===== config.mk =====
export PLATFORM = sky130hd
export DESIGN_NAME = inst_fetch
export DESIGN_NICKNAME = d
export VERILOG_FILES = /design/src/rtl/inst_fetch.sv
export SDC_FILE = /design/constraint.sdc
export NUM_CORES = 1
export LEC_CHECK = 0
export BUFFER_PORTS_ARGS = -buffer_cell sky130_fd_sc_hd__buf_2
export CAP_MARGIN = 20
export CORE_UTILIZATION = 36
export DETAILED_ROUTE_END_ITERATION = 6
export GPL_TIMING_DRIVEN = 0
export MAX_ROUTING_LAYER = met4
export SYNTH_ARGS = -nofsm -noshare
export SYNTH_HDL_FRONTEND = slang
export SYNTH_SLANG_ARGS = --single-unit

===== constraint.sdc =====
create_clock -name clk -period 2.87 [get_ports clk]
set_clock_uncertainty 0.15 [all_clocks]
set_input_delay 0.574 -clock clk [delete_from_list [all_inputs] [get_ports clk]]
set_output_delay 0.574 -clock clk [all_outputs]
set_load 0.05 [all_outputs]

===== src/rtl/inst_fetch.sv =====
// Instruction fetch stage: keeps the fetch PC, issues one instruction-bus read
// at a time and uses a one-entry skid buffer so a stalled pipeline never loses data.
module inst_fetch #(
  parameter logic [31:0] RESET_PC = 32'h0000_0000
) (
  input  logic        clk,
  input  logic        rst,
  input  logic [5:0]  stall,
  input  logic        flush,
  input  logic [31:0] new_pc,
  input  logic        branch_flag_i,
  input  logic [31:0] branch_target_addr_i,
  output logic        ibus_req_o,
  output logic [31:0] ibus_addr_o,
  input  logic        ibus_ack_i,
  input  logic [31:0] ibus_rdata_i,
  output logic [31:0] if_pc,
  output logic [31:0] if_inst,
  output logic        stallreq_o
);

  typedef enum logic [1:0] {
    S_IDLE,
    S_REQ,
    S_BUF
  } state_t;

  state_t      r_state;
  logic [31:0] r_pc;
  logic [31:0] r_redir_pc;
  logic        r_discard;
  logic        r_buf_valid;
  logic [31:0] r_buf_pc;
  logic [31:0] r_buf_inst;
  logic [31:0] r_if_pc;
  logic [31:0] r_if_inst;

  logic        w_in_req;
  logic        w_advance;
  logic        w_ack_acc;
  logic        w_ack_drop;
  logic        w_branch;
  logic        w_redirect;
  logic [31:0] w_redir_target;
  logic [31:0] w_pc_inc;
  logic        w_unused_stall;

  // Only the fetch-stage bit of the stall vector matters here.
  assign w_unused_stall = ^stall[5:1];

  assign w_in_req       = (r_state == S_REQ);
  assign w_advance      = ~stall[0];
  assign w_ack_acc      = w_in_req & ibus_ack_i & ~r_discard;
  assign w_ack_drop     = w_in_req & ibus_ack_i & r_discard;
  assign w_branch       = branch_flag_i & w_advance & ~flush;
  assign w_redirect     = flush | w_branch;
  assign w_redir_target = flush ? new_pc : branch_target_addr_i;
  assign w_pc_inc       = r_pc + 32'd4;

  assign ibus_req_o  = w_in_req;
  assign ibus_addr_o = w_in_req ? r_pc : 32'd0;
  assign if_pc       = r_if_pc;
  assign if_inst     = r_if_inst;
  assign stallreq_o  = ~r_buf_valid & ~w_ack_acc & (w_in_req | r_discard);

  // While a read is outstanding r_pc must keep driving the bus, so a redirect
  // that arrives before the ack is parked in r_redir_pc until that ack is dropped.
  always_ff @(posedge clk) begin
    if (rst) begin
      r_state     <= S_IDLE;
      r_pc        <= RESET_PC;
      r_redir_pc  <= 32'd0;
      r_discard   <= 1'b0;
      r_buf_valid <= 1'b0;
      r_buf_pc    <= 32'd0;
      r_buf_inst  <= 32'd0;
      r_if_pc     <= 32'd0;
      r_if_inst   <= 32'd0;
    end else if (w_redirect) begin
      r_buf_valid <= 1'b0;
      r_if_pc     <= 32'd0;
      r_if_inst   <= 32'd0;
      r_state     <= S_REQ;
      if (w_in_req && !ibus_ack_i) begin
        r_discard  <= 1'b1;
        r_redir_pc <= w_redir_target;
      end else begin
        r_discard <= 1'b0;
        r_pc      <= w_redir_target;
      end
    end else begin
      case (r_state)
        S_IDLE: r_state <= S_REQ;
        S_REQ: begin
          if (w_ack_drop) begin
            r_discard <= 1'b0;
            r_pc      <= r_redir_pc;
          end else if (w_ack_acc) begin
            r_pc <= w_pc_inc;
            if (!w_advance) begin
              r_buf_valid <= 1'b1;
              r_buf_pc    <= r_pc;
              r_buf_inst  <= ibus_rdata_i;
              r_state     <= S_BUF;
            end
          end
        end
        S_BUF: begin
          if (w_advance) r_state <= S_REQ;
        end
        default: r_state <= S_IDLE;
      endcase

      if (w_advance) begin
        if (r_buf_valid) begin
          r_if_pc     <= r_buf_pc;
          r_if_inst   <= r_buf_inst;
          r_buf_valid <= 1'b0;
        end else if (w_ack_acc) begin
          r_if_pc   <= r_pc;
          r_if_inst <= ibus_rdata_i;
        end else begin
          r_if_pc   <= 32'd0;
          r_if_inst <= 32'd0;
        end
      end
    end
  end

endmodule

Word level (Yosys, flattened, before mapping)
Cells that the tools add are included.
Storage, ports and cells
  bits in registers: 196
  input bits: 107
  output and inout port bits: 98
Operators by class
  mux-type cells: 27
  bitwise operators: 16
  equality and inequality tests: 11
  add/subtract/negate cells: 1
  reduce and logical (&&, ||, !) cells: 13
Operators with widths (number)
  $mux 32: 11
  $add 32x3->32 const B: 1
  $mux 1: 11
  $mux 2: 4
  $ne 2x2->1 const B: 4
  $reduce_and 4->1: 2
  $and 1x1->1: 7
  $not 1->1: 7
  $ne 3x2->1 const B: 2
  $pmux 2 s3: 1
  $reduce_and 5->1: 1
  $reduce_and 2->1: 2
  $reduce_bool 2->1: 2
  $ne 3x1->1 const B: 1
  $ne 3x3->1 const B: 1
  $reduce_and 3->1: 1
  $reduce_bool 3->1: 1
  $eq 2x1->1 const B: 1
  $eq 2x2->1 const B: 1
  $logic_not 2->1: 1
  $ne 2x1->1 const B: 1
  $or 1x1->1: 2
  $reduce_or 2->1: 1
  $logic_and 1x1->1: 1
  $logic_not 1->1: 1

Logic depth before layout (Yosys ltp)
Gate-level depths: netlist of run 1.
  depth in word-level cells: 8
  gate-level depth with buffers: 8
  gate-level depth less buffers: 6

Worst setup path before layout of run 1
OpenSTA, ideal clock, no wires.
  path kind: reg2out
  from: reg r_state[1]
  to: out ibus_addr_o[20]
  arrival: 1.861 ns
  cell stages (with the launch flop): 5
  path slack: 0.285 ns
  cell sequence: dfxtp_1 buf_2 and2b_1 clkbuf_1 and2_1
Between the ends
  cells in the longest elaborated chain, start to end: 2
RTL lines
  start: declaration: line 28  | state_t r_state;
  start signal: assignment: line 70  | r_state <= S_IDLE;
  start signal: assignment: line 83  | r_state <= S_REQ;
  start signal: assignment: line 93  | S_IDLE: r_state <= S_REQ;
  $eq 2x1->1: line 51  | assign w_in_req = (r_state == S_REQ);
  named net ibus_req_o: line 13  | output logic ibus_req_o,
  $mux 32: line 61  | assign ibus_addr_o = w_in_req ? r_pc : 32'd0;
  end: declaration: line 14  | output logic [31:0] ibus_addr_o,
The timed path passes the listed nets, and every way through them passes these cells.

Worst setup path after layout of run 1
  from: reg r_state[1]
  to: out ibus_addr_o[31]
Between the ends
  cells in the longest elaborated chain, start to end: 2
RTL lines (line)
  $eq 2x1->1: 51
  $mux 32: 61
No other way between the ends.

==> results of run 1 <==
==> power by group through the flow <==
stage / clock network [mW] / logic [mW] / registers, mW
after detailed placement: 0 / 1.09 / 2.99
after global routing: 2.63 / 1.20 / 2.94
after floorplan: 0 / 0.661 / 3.04
final: 2.49 / 1.11 / 2.93
after CTS: 2.51 / 1.11 / 2.93
after global placement: 0 / 1.09 / 2.99
==> what timing repair did <==
action / 4_1_cts / 5_1_grt
hold endpoints to repair: 0 / 0
gates resized for setup: 15 / 4
endpoints found under the setup margin: 20 / 23
==> metal layers <==
layer	track usage [%]	vias up	share of wire, %
met5	-	-	0
met4	9.13	0	2.7
met3	4.21	57	6.4
met2	37.8	359	45
met1	32.0	4231	46
li1	-	4448	-
==> state kept, by name, summed over array words and instances, names as in the netlist <==
signal and count:
r_discard 1, r_buf_inst 32, r_buf_pc 32, r_pc 32, if_pc 32, if_inst 32
r_buf_valid 1, r_redir_pc 32, r_state 2
==> cells in the mapped netlist, drive strengths merged (5+ instances only) <==
| master | number |
|---|---|
| dfxtp | 196 |
| nor2b | 67 |
| a221oi | 70 |
| buf | 27 |
| xor2 | 5 |
| nand3 | 20 |
| nor3 | 90 |
| clkbuf | 79 |
| o21ai | 27 |
| nor4 | 8 |
| inv | 7 |
| a211o | 5 |
| and3 | 8 |
| a211oi | 35 |
| mux2i | 29 |
| and2 | 34 |
| a2bb2oi | 5 |
| a311oi | 5 |
| xnor2 | 5 |
| nand4 | 10 |
| nor2 | 71 |
| o211ai | 5 |
| o221a | 5 |
| nand2 | 159 |
| a21oi | 92 |
==> stage by stage <==
stage | utilization, % | cells
final | 44.7 | 1672
after global placement | 42.2 | 1644
after CTS | 44.7 | 1673
after floorplan | - | 1116
after global routing | 44.7 | 1672
after detailed placement | 42.2 | 1644
==> cells by family (layout without fill, tap and decap cells) <==
kind of cell               after synthesis  in the layout  share of synthesized area, %
AOI/OAI and AO/OA                      277            277                          20.9
DFF                                    196            196                          42.5
buffers and inverters                  115            341                          5.85
xor gates and xnor gates                10             10                         0.949
and+or+nand+nor                        485            485                          26.1
muxes                                   32             32                          3.51
adders and majority gates                1              1                         0.136
==> final timing paths <==
check,from,to,slack [ns],depth (start not counted)
setup / recovery,r_state[1],ibus_addr_o[31],0.14,5
hold / removal,ibus_rdata_i[1],r_buf_inst[1],0.23,3
setup reg to reg,r_state[1],r_buf_inst[2],0.17,7
hold reg to reg,r_buf_pc[11],r_buf_pc[11],0.31,2
==> final cells by class <==
type                            count  share of cell area (%)
Multi-Input combinational cell    805                    42.4
Tap cell                          330                    3.67
Buffer                            106                    4.53
Timing Repair Buffer              198                    9.02
Inverter                            8                   0.267
Sequential cell                   196                    34.8
Clock inverter                     10                    1.33
Clock buffer                       19                    3.93
==> worst reg2reg max path, stage by stage, from the launching register on <==
cell,delay (ns)
dfxtp_1,0.32
buf_2,0.18
and2b_4,0.34
nand2_1,0.12
nor2_1,0.80
clkbuf_1,0.47
nand2_1,0.10
a21oi_1,0.14
==> results by group, run 1 <==
Final layout
  • Commonest non-fill, non-tap cell in the layout: buf_2
  • Area delta synth->final: 22.1%
  • Commonest non-fill, non-tap cells in the layout: 203 x buf_2, 196 x dfxtp_1, 159 x nand2_1, 92 x a21oi_1, 89 x nor3_1
  • FILL cells: ~2,600
  • Layout cells sized above 1: around a fifth
  • Inserted Diodes: 0
  • NumNets Final: between 1,000 and 1,500
  • Multi-input gate area: approximately 4800 um2
  • Final Cell Area: ~11,000 um2
  • Storage element area: ~4000 um2

Placed design
  • Port Buffers: roughly 200
  • DP Area: about 11,000 um2
  • DP HPWL: approximately 23 mm
  • GP Congestion: between 0.9 and 1
  • Placement Setup Slack: -0.401 ns

Detailed routing
  • Final ANT Viol Nets: 0
  • WL/cell: around 19 um
  • Routed via count: 9,095
  • Drt drc: 0
  • Post-Route WL: about 31 mm
  • Initial DRC Count: approximately 810
  • Pre-Repair DR Iteration Count: 5
  • Vias/cell: around 5.4

Power
  • Sw frac: 29.7%
  • Pwr dens: a little under 600 nW/um2
  • Max IR drop VDD: roughly 0.00035 V
  • P_sw: about 1.9 mW
  • Reg power frac: between 40 and 50%
  • Lkg Pwr: about 4.4 nW
  • Pwr Total: between 6 and 7 mW
  • Comb power frac: between 10% and 20%
  • Clock share of power: a little under two fifths
  • Int Pwr: roughly 4.6 mW

Synth
  • Synth unique cells: 66
  • Synthesized area: roughly 9200 um2
  • Synth Register Bits: 196
  • Post-Syn Nets: 1,224
  • Yosys top cell area share: a little over two fifths
  • Post-synth EDFFs: 0
  • Main flop type after synthesis: dfxtp_1
  • Asr flop ratio synth: 0%
  • YS warnings: 0
  • Register area share after synthesis: 42.5%
  • Top cells by area in the synthesized netlist: dfxtp_1 43%, a221oi_1 6.6%, nand2_1 6.5%
  • Syn_area_per_cell: 8.27 um2
  • Leading area contributor after synthesis: dfxtp_1
  • Cells after Synth: roughly 1,100

STA
  • Tcrit/Tclk final: between 90% and 100%
  • Hold Vio Cnt, Final: 0
  • F_max: 0.367 GHz
  • Setup TNS: 0 ns
  • Slew headroom: slightly above 30%
  • WHS: 0.234 ns
  • RSZ-0062 raised after global routing: false
  • Final min period: about 2.7 ns
  • Worst-Margin Slew: around 1.0 ns
  • Setup slack after layout: about 0.14 ns
  • Slew Viols, Final: 0
  • Finish-stage setup viols: 0

Clocking
  • Skew-Pair Late Insertion Delay: roughly 0.43 ns
  • Worst-path clk slew: about 0.070 ns
  • CTS Sinks: just under 200
  • Total CTS buffers: 17
  • Clock Path Buffers: 2
  • Hold buffers post-CTS: 0
  • Clk Tree Root Cell: clkbuf_16
  • CTS tree: done
  • Number of H-tree levels: 4
  • Post-CTS setup buffer count: 0

Floorplan
  • Die area: around 26,000 um2
  • Initial core utilization: between 30 and 40%
  • Cell row count: between 50 and 60
  • Core footprint: 25,200 um2
  • I/O pin total: around 210
  • Die W: roughly 160 um
  • Die Y: ~160 um

Worst setup path
  • Required time worst endpoint: approximately 2.2 ns
  • Worst EP arrival: 2.00 ns
  • CP top delay family: buffers and inverters
  • Crit path buffers/inverters: 3
  • Slowest-stage cell, CP: and2b_4
  • Critical path endpoint category: primary output
  • Kind of critical path: register to primary output
  • Cells along the critical path: buf_2 > and2b_4 > clkbuf_4 > and2_1 > buf_2
  • CP max stage delay: roughly 0.34 ns
  • Critical path fanouts, max: 19
  • CP Launch Type: register
  • Top cell by count, worst path: buf_2

Global route
  • Largest net degree at the start of global routing: 17
  • First-pass GRT wire length: around 48 mm
  • Vias in the first global route: ~8,600
  • Initial antenna violation count: 0
  • GR Overflow Total: 0
  • Gr usage total: around a quarter

Worst hold path
  • HP Class: primary input to register

Run
  • Max-Cap Viols: 0

Outcome
  • Status: finished, final reports clean
(Power assumes the default switching activity.)
==> inputs of run 2 (changes only) <==
- ABC_AREA: unset -> 1
- PLACE_DENSITY: unset -> 0.57
==> run 2 against run 1 <==
Non-clock buffer count decreased by 7. Cell count up 13%. First-iteration DRC count shrank 2.5%. Wire length increased by 2.5%.
==> results by group, run 2 <==
Outcome
  • Status: finished, final reports clean (unchanged)

Synth
  • Post-Synth Simple-Gate Area: 21.3% (was 26.1%)
  • Post-Synth Adder-Cell Area: 0.134% (was 0.136%)
  • Syn_area_per_cell: 7.01 um2 (was 8.27 um2)
  • Synthesized area: 9340 um2 (was 9220 um2)
  • Synth unique cells: 36 (was 66)
  • Asr flop ratio synth: 0% (unchanged)
  • Synth Register Bits: 196 (unchanged)
  • Main combinational cell family by area after synthesis: compound AO/OA/AOI/OAI gates (was simple AND/OR/NAND/NOR gates)
  • Post-synth EDFFs: 0 (unchanged)
  • Post-synth top cells: 220 x a21oi_1, 196 x dfxtp_1, 191 x nand2_1 (was 196 x dfxtp_1, 159 x nand2_1, 92 x a21oi_1)
  • Mux cell area share after synthesis: 0.857% (was 3.51%)
  • Top-count cell post-synth: a21oi_1 (was dfxtp_1)
  • Yosys top cell area share: 42.0% (was 42.5%)
  • Register area share after synthesis: 42.0% (was 42.5%)
  • Post-synthesis compound-gate area fraction: 26.9% (was 20.9%)
  • Main flop type after synthesis: dfxtp_1 (unchanged)
  • XOR/XNOR Fraction of Synth Area: 0.469% (was 0.950%)
  • Cells after Synth: 1,332 (was 1,116)
  • Post-Syn Nets: 1,440 (was 1,224)
  • YS warnings: 0 (unchanged)
  • Leading area contributor after synthesis: dfxtp_1 (unchanged)
  • Top cells by area in the synthesized netlist: dfxtp_1 42%, a21oi_1 12%, o21ai_0 8.1% (was dfxtp_1 43%, a221oi_1 6.6%, nand2_1 6.5%)

Worst setup path
  • Cells along the critical path: clkbuf_1 > clkbuf_2 > a21oi_1 > buf_2 (was buf_2 > and2b_4 > clkbuf_4 > and2_1 > buf_2)
  • Critical path endpoint category: primary output (unchanged)
  • CP Launch Type: register (unchanged)
  • Kind of critical path: register to primary output (unchanged)
  • Worst EP arrival: 1.95 ns (was 2.00 ns)
  • CP max stage delay: 0.40 ns (was 0.34 ns)
  • Required time worst endpoint: 2.15 ns (about the same)
  • R2R Setup Slk: 0.78 ns (was 0.17 ns)
  • CP top delay family: buffers and inverters (unchanged)
  • Crit path buffers/inverters: 3 (unchanged)
  • Slowest-stage cell, CP: dfxtp_1 (was and2b_4)
  • Critical path fanouts, max: 10 (was 19)

Clocking
  • CTS Sinks: 196 (unchanged)
  • Worst-path clk slew: 0.08 ns (was 0.07 ns)
  • Total CTS buffers: 17 (unchanged)
  • Clk Tree Root Cell: clkbuf_16 (unchanged)
  • Skew-Pair Late Insertion Delay: 0.44 ns (was 0.43 ns)
  • Number of H-tree levels: 4 (unchanged)
  • CTS tree: done (unchanged)
  • Clock Path Buffers: 2 (unchanged)

Worst hold path
  • HP Class: primary input to register (unchanged)

STA
  • Slew headroom: 55.7% (was 30.4%)
  • Setup TNS: 0 ns (unchanged)
  • RSZ-0062 raised after global routing: false (unchanged)
  • Slew Viols, Final: 0 (unchanged)
  • F_max: 0.374 GHz (was 0.367 GHz)
  • Tcrit/Tclk final: 93.0% (was 95.0%)
  • Setup slack after layout: 0.200 ns (was 0.144 ns)
  • Worst-Margin Slew: 0.664 ns (was 1.04 ns)
  • Finish-stage setup viols: 0 (unchanged)
  • Final min period: 2.67 ns (was 2.73 ns)
  • Hold Vio Cnt, Final: 0 (unchanged)

Floorplan
  • I/O pin total: 205 (unchanged)
  • Initial core utilization: 36.9% (was 36.6%)
  • Cell row count: 58 (unchanged)
  • Core footprint: 25,300 um2 (was 25,200 um2)
  • Die W: 163 um (was 162 um)
  • Die area: 26,600 um2 (was 26,300 um2)
  • Die Y: 163 um (was 162 um)

Run
  • Max-Cap Viols: 0 (unchanged)

Final layout
  • Post-layout util: 44.7% (about the same)
  • Commonest non-fill, non-tap cell in the layout: buf_2 (unchanged)
  • Multi-input gate area: 4640 um2 (was 4780 um2)
  • Commonest non-fill, non-tap cells in the layout: 237 x buf_2, 220 x a21oi_1, 196 x dfxtp_1, 191 x nand2_1, 151 x o21ai_0 (was 203 x buf_2, 196 x dfxtp_1, 159 x nand2_1, 92 x a21oi_1, 89 x nor3_1)
  • Storage element area: 3920 um2 (unchanged)
  • FILL cells: 2,668 (was 2,571)
  • Area delta synth->final: 21.3% (was 22.1%)
  • Layout cells sized above 1: 20.9% (was 20.8%)
  • NumNets Final: 1,657 (was 1,440)

Placed design
  • GP Congestion: 0.911 (was 0.919)
  • Placement Setup Slack: 0.321 ns (was -0.401 ns)
  • Port Buffers: 198 (unchanged)
  • DP HPWL: 24.6 mm (was 23.0 mm)

Detailed routing
  • Drt drc: 0 (unchanged)
  • Initial DRC Count: 789 (was 809)
  • Vias/cell: 5.20 (was 5.44)
  • Post-Route WL: 31.9 mm (was 31.1 mm)
  • WL/cell: 16.8 um (was 18.6 um)
  • Final ANT Viol Nets: 0 (unchanged)
  • Routed via count: 9,840 (was 9,095)
  • Pre-Repair DR Iteration Count: 5 (unchanged)

Global route
  • Initial antenna violation count: 1 (was 0)
  • Global routing usage on met2: 36.2% (was 37.8%)
  • Vias in the first global route: 8,942 (was 8,558)
  • Met1 GRT Util: 35.2% (was 32.0%)
  • GRT met3 Usage: 3.02% (was 4.21%)
  • Gr usage total: 24.7% (was 24.5%)
  • Largest net degree at the start of global routing: 20 (was 17)
  • GRT busiest layer: met2 (unchanged)
  • First-pass GRT wire length: 49.3 mm (was 48.2 mm)
  • GR Overflow Total: 0 (unchanged)

Power
  • Lkg Pwr: 4.81 nW (was 4.45 nW)
  • Pwr dens: 564 nW/um2 (was 580 nW/um2)
  • Max IR drop VDD: 0.000373 V (was 0.000347 V)
==> run 2: logic make-up (layout without fill, tap and decap cells) <==
kind of cell / Yosys count / in the layout
xor+xnor: 5 / 5
flops: 196 / 196
buf+inv: 182 / 412
simple gates: 471 / 471
other cells: 0 / 1
compound gates: 469 / 469
mux: 8 / 8
fa+ha+maj: 1 / 1
==> run 2: worst paths after layout <==
check,from,to,cells past startpoint
max,r_buf_valid,stallreq_o,4
min,ibus_rdata_i[20],r_buf_inst[20],3
max reg2reg,r_state[0],r_buf_inst[0],9
min reg2reg,r_redir_pc[26],r_redir_pc[26],2
==> run 2: layout make-up <==
| cell class | instances | share of cell area (%) |
|---|---|---|
| antenna | 1 | 0.0221 |
| buffer | 99 | 4.12 |
| clock buffer | 18 | 3.88 |
| clock inverter | 14 | 1.24 |
| inverter | 83 | 2.75 |
| multi-input combinational | 954 | 41.0 |
| sequential | 196 | 34.6 |
| tap | 330 | 3.65 |
| timing repair buffer | 198 | 8.75 |
==> run 2: timing repair <==
action / in CTS / in global routing
endpoints found under the hold margin: 0 / 0
buffers inserted: 0 / 0
hold buffers: 0 / 0
setup endpoints to repair: 1 / 0
gates resized for setup: 1 / 0
==> run 2: metrics by stage <==
stage / instances / total power, mW / hold slack, ns / area, um2
after floorplan: 1332 / 3.70 / 0.280 / 9340
after global placement: 1860 / 4.06 / 0.293 / 10700
after detailed placement: 1860 / 4.07 / 0.301 / 10700
after CTS: 1892 / 6.41 / 0.220 / 11300
after global routing: 1893 / 6.66 / 0.243 / 11300
final: 1893 / 6.39 / 0.231 / 11300
==> run 2: report_power, final <==
group / total, mW / switching (mW) / internal (mW)
Clock: 2.37 / 1.19 / 1.18
Combinational: 1.08 / 0.772 / 0.306
Sequential: 2.94 / 0.100 / 2.84
==> run 2: layer usage <==
metal	up-vias	routed length (um)
met5	-	0
met4	0	633
met3	34	1910
met2	342	13900
met1	4517	15500
li1	4947	-
==> run 2: worst register-to-register path, stage by stage (launching register included) <==
cell and delay (ns):
dfxtp_1 0.37, nand2_2 0.19, nor2_2 0.15, nand2_1 0.12, nor2_4 0.13, nand2_2 0.14, inv_2 0.15, buf_6 0.16
buf_2 0.28, a21oi_1 0.12
==> inputs of run 3 (changes only) <==
- CELL_PAD_IN_SITES_DETAIL_PLACEMENT: unset -> 1
- CELL_PAD_IN_SITES_GLOBAL_PLACEMENT: unset -> 2
- CORE_UTILIZATION: 36 -> 30
- PLACE_DENSITY: 0.57 -> 0.8
==> run 3 against run 2 <==
Wire length up 15%. Sequential cell count unchanged. Cell area up 1.1%. Register-to-register slack worse by 0.13 ns. Sequential share of layout area down 0.36 points. Count of clock-buffer cells in the layout up 1. Non-clock buffer count unchanged. Critical path type unchanged.
==> results by group, run 3 (same netlist as run 2, synthesis figures left out) <==
Floorplan
  • Cell row count: 64 (was 58)
  • I/O pin total: 205 (unchanged)
  • Core footprint: 30,600 um2 (was 25,300 um2)
  • Die area: 31,800 um2 (was 26,600 um2)
  • Initial core utilization: 30.5% (was 36.9%)
  • Die Y: 178 um (was 163 um)
  • Die W: 178 um (was 163 um)

STA
  • Final min period: 2.69 ns (was 2.67 ns)
  • Tcrit/Tclk final: 93.9% (was 93.0%)
  • Slew Viols, Final: 0 (unchanged)
  • Hold Vio Cnt, Final: 0 (unchanged)
  • Slew headroom: 47.0% (was 55.7%)
  • F_max: 0.371 GHz (was 0.374 GHz)
  • Finish-stage setup viols: 0 (unchanged)
  • Setup TNS: 0 ns (unchanged)
  • RSZ-0062 raised after global routing: false (unchanged)
  • Worst-Margin Slew: 0.795 ns (was 0.664 ns)

Clocking
  • Total CTS buffers: 17 (unchanged)
  • CTS Sinks: 196 (unchanged)
  • Clock Path Buffers: 2 (unchanged)
  • CTS tree: done (unchanged)
  • Clk Tree Root Cell: clkbuf_16 (unchanged)
  • Hold buffers post-CTS: 0 (unchanged)
  • Skew-Pair Late Insertion Delay: 0.45 ns (was 0.44 ns)
  • Worst-path clk slew: 0.08 ns (about the same)
  • Number of H-tree levels: 4 (unchanged)

Final layout
  • Inserted Diodes: 0 (was 1)
  • Area delta synth->final: 22.6% (was 21.3%)
  • Multi-input gate area: 4640 um2 (unchanged)
  • Storage element area: 3920 um2 (unchanged)
  • Final non-filler cell total: 1,958 (was 1,893)
  • FILL cells: 3,960 (was 2,668)
  • Commonest non-fill, non-tap cell in the layout: buf_2 (unchanged)
  • NumNets Final: 1,657 (unchanged)
  • Commonest non-fill, non-tap cells in the layout: 237 x buf_2, 220 x a21oi_1, 196 x dfxtp_1, 191 x nand2_1, 151 x o21ai_0 (unchanged)
  • Layout cells sized above 1: 20.9% (unchanged)

Global route
  • GR Overflow Total: 0 (unchanged)
  • Vias in the first global route: 9,805 (was 8,942)
  • Initial antenna violation count: 0 (was 1)
  • Largest net degree at the start of global routing: 19 (was 20)
  • Gr usage total: 23.8% (was 24.7%)
  • First-pass GRT wire length: 56.3 mm (was 49.3 mm)

Power
  • Pwr dens: 576 nW/um2 (was 564 nW/um2)
  • Max IR drop VDD: 0.000440 V (was 0.000373 V)
  • Pwr Total: 6.59 mW (was 6.39 mW)
  • Lkg Pwr: 4.82 nW (was 4.81 nW)
  • Sw frac: 31.5% (was 32.3%)
  • Clock share of power: 38.5% (was 37.1%)
  • Int Pwr: 4.51 mW (was 4.33 mW)
  • Reg power frac: 44.7% (was 46.0%)
  • Comb power frac: 16.7% (was 16.9%)
  • P_sw: 2.07 mW (was 2.06 mW)

Placed design
  • Port Buffers: 198 (unchanged)
  • DP HPWL: 28.4 mm (was 24.6 mm)
  • DP Cell Count: 1,926 (was 1,860)
  • GP Congestion: 0.877 (was 0.911)

Worst setup path
  • R2R Setup Slk: 0.65 ns (was 0.78 ns)
  • Worst R2R Path Depth: 9 (unchanged)
  • Worst EP arrival: 1.97 ns (was 1.95 ns)
  • Critical path endpoint category: primary output (unchanged)
  • Critical path fanouts, max: 10 (unchanged)
  • CP Launch Type: register (unchanged)
  • Kind of critical path: register to primary output (unchanged)
  • R2r startpoint: r_state[0] (unchanged)
  • Reg-to-reg endpoint: r_buf_pc[31] (was r_buf_inst[0])
  • Required time worst endpoint: 2.15 ns (about the same)

Detailed routing
  • Post-Route WL: 36.5 mm (was 31.9 mm)
  • WL/cell: 18.7 um (was 16.8 um)
  • Drt drc: 0 (unchanged)
  • Routed via count: 9,907 (was 9,840)
  • Vias/cell: 5.06 (was 5.20)
  • Pre-Repair DR Iteration Count: 4 (was 5)
  • Initial DRC Count: 489 (was 789)
  • Final ANT Viol Nets: 0 (unchanged)

Outcome
  • Status: finished, final reports clean (unchanged)

Worst hold path
  • HP Class: primary input to register (unchanged)
  • Hold EP: r_buf_inst[20] (unchanged)
  • WHS Path Cells: 3 (unchanged)
  • Min-delay src: ibus_rdata_i[20] (unchanged)

Run
  • Max-Cap Viols: 0 (unchanged)
-- run 3: cell types whose count changed in the layout (fill, tap and decap cells not counted) --
cell        before  now
inv_8            2    3
clkinv_4         2    1
bufinv_16        0    2
clkinv_8         2    1
clkinvlp_4       2    4
diode_2          1    0
clkbuf_8         1    2
inv_6            6    2
-- run 3: worst max-delay path: stages (launching register included) --
cell      delay [ns]
dfxtp_1         0.39
clkbuf_1        0.43
clkbuf_2        0.41
a21oi_1         0.07
buf_2           0.23
-- run 3: power by group through the flow --
stage / Combinational, mW / Clock (mW) / Sequential, mW
after floorplan: 0.637 / 0 / 3.06
after global placement: 1.09 / 0 / 3.01
after detailed placement: 1.10 / 0 / 3.01
after CTS: 1.11 / 2.59 / 2.94
after global routing: 1.21 / 2.70 / 2.96
final: 1.10 / 2.54 / 2.95
-- run 3: what timing repair did --
| item | 4_1_cts | 5_1_grt |
|---|---|---|
| gates resized for setup | 1 | 0 |
| buffers inserted | 0 | 0 |
| endpoints found under the setup margin | 1 | 0 |
-- run 3: layout make-up --
| class | instances | area share (%) |
|---|---|---|
| multi-input cells | 954 | 40.5 |
| plain buffers | 99 | 4.08 |
| flip-flops and latches | 196 | 34.3 |
| inverters | 83 | 2.72 |
| well taps | 396 | 4.33 |
| clock buffers | 19 | 3.96 |
| repair buffers | 198 | 8.66 |
| clock inverters | 13 | 1.45 |
-- run 3: metal layers --
metal | track usage (%) | vias up | part of all wire [%]
met5 | - | - | 0
met1 | 33.7 | 4722 | 51
met3 | 2.09 | 36 | 2.9
met4 | 7.20 | 0 | 1.9
li1 | - | 4929 | -
met2 | 35.6 | 220 | 45
-- run 3: worst max-delay path by stage --
stage | from | endpoint | slack [ns] | cells past startpoint
final | r_buf_valid | stallreq_o | 0.18 | 4
after global routing | r_buf_valid | stallreq_o | 0.09 | 4
after CTS | r_buf_valid | stallreq_o | 0.14 | 4
after detailed placement | stall[0] | if_pc[25] | 0.20 | 6
after global placement | stall[0] | if_pc[28] | 0.22 | 6
after floorplan | r_state[0] | stallreq_o | 0.48 | 4
-- run 3: stage by stage --
| step | setup WS [ns] | hold WS [ns] | utilization (%) | area (um2) |
|---|---|---|---|---|
| floorplan | 0.478 | 0.280 | - | 9340 |
| global placement | 0.218 | 0.298 | 35.4 | 10800 |
| detailed placement | 0.202 | 0.304 | 35.4 | 10800 |
| CTS | 0.143 | 0.218 | 37.4 | 11400 |
| global route | 0.0860 | 0.228 | 37.4 | 11400 |
| finish | 0.176 | 0.234 | 37.4 | 11400 |
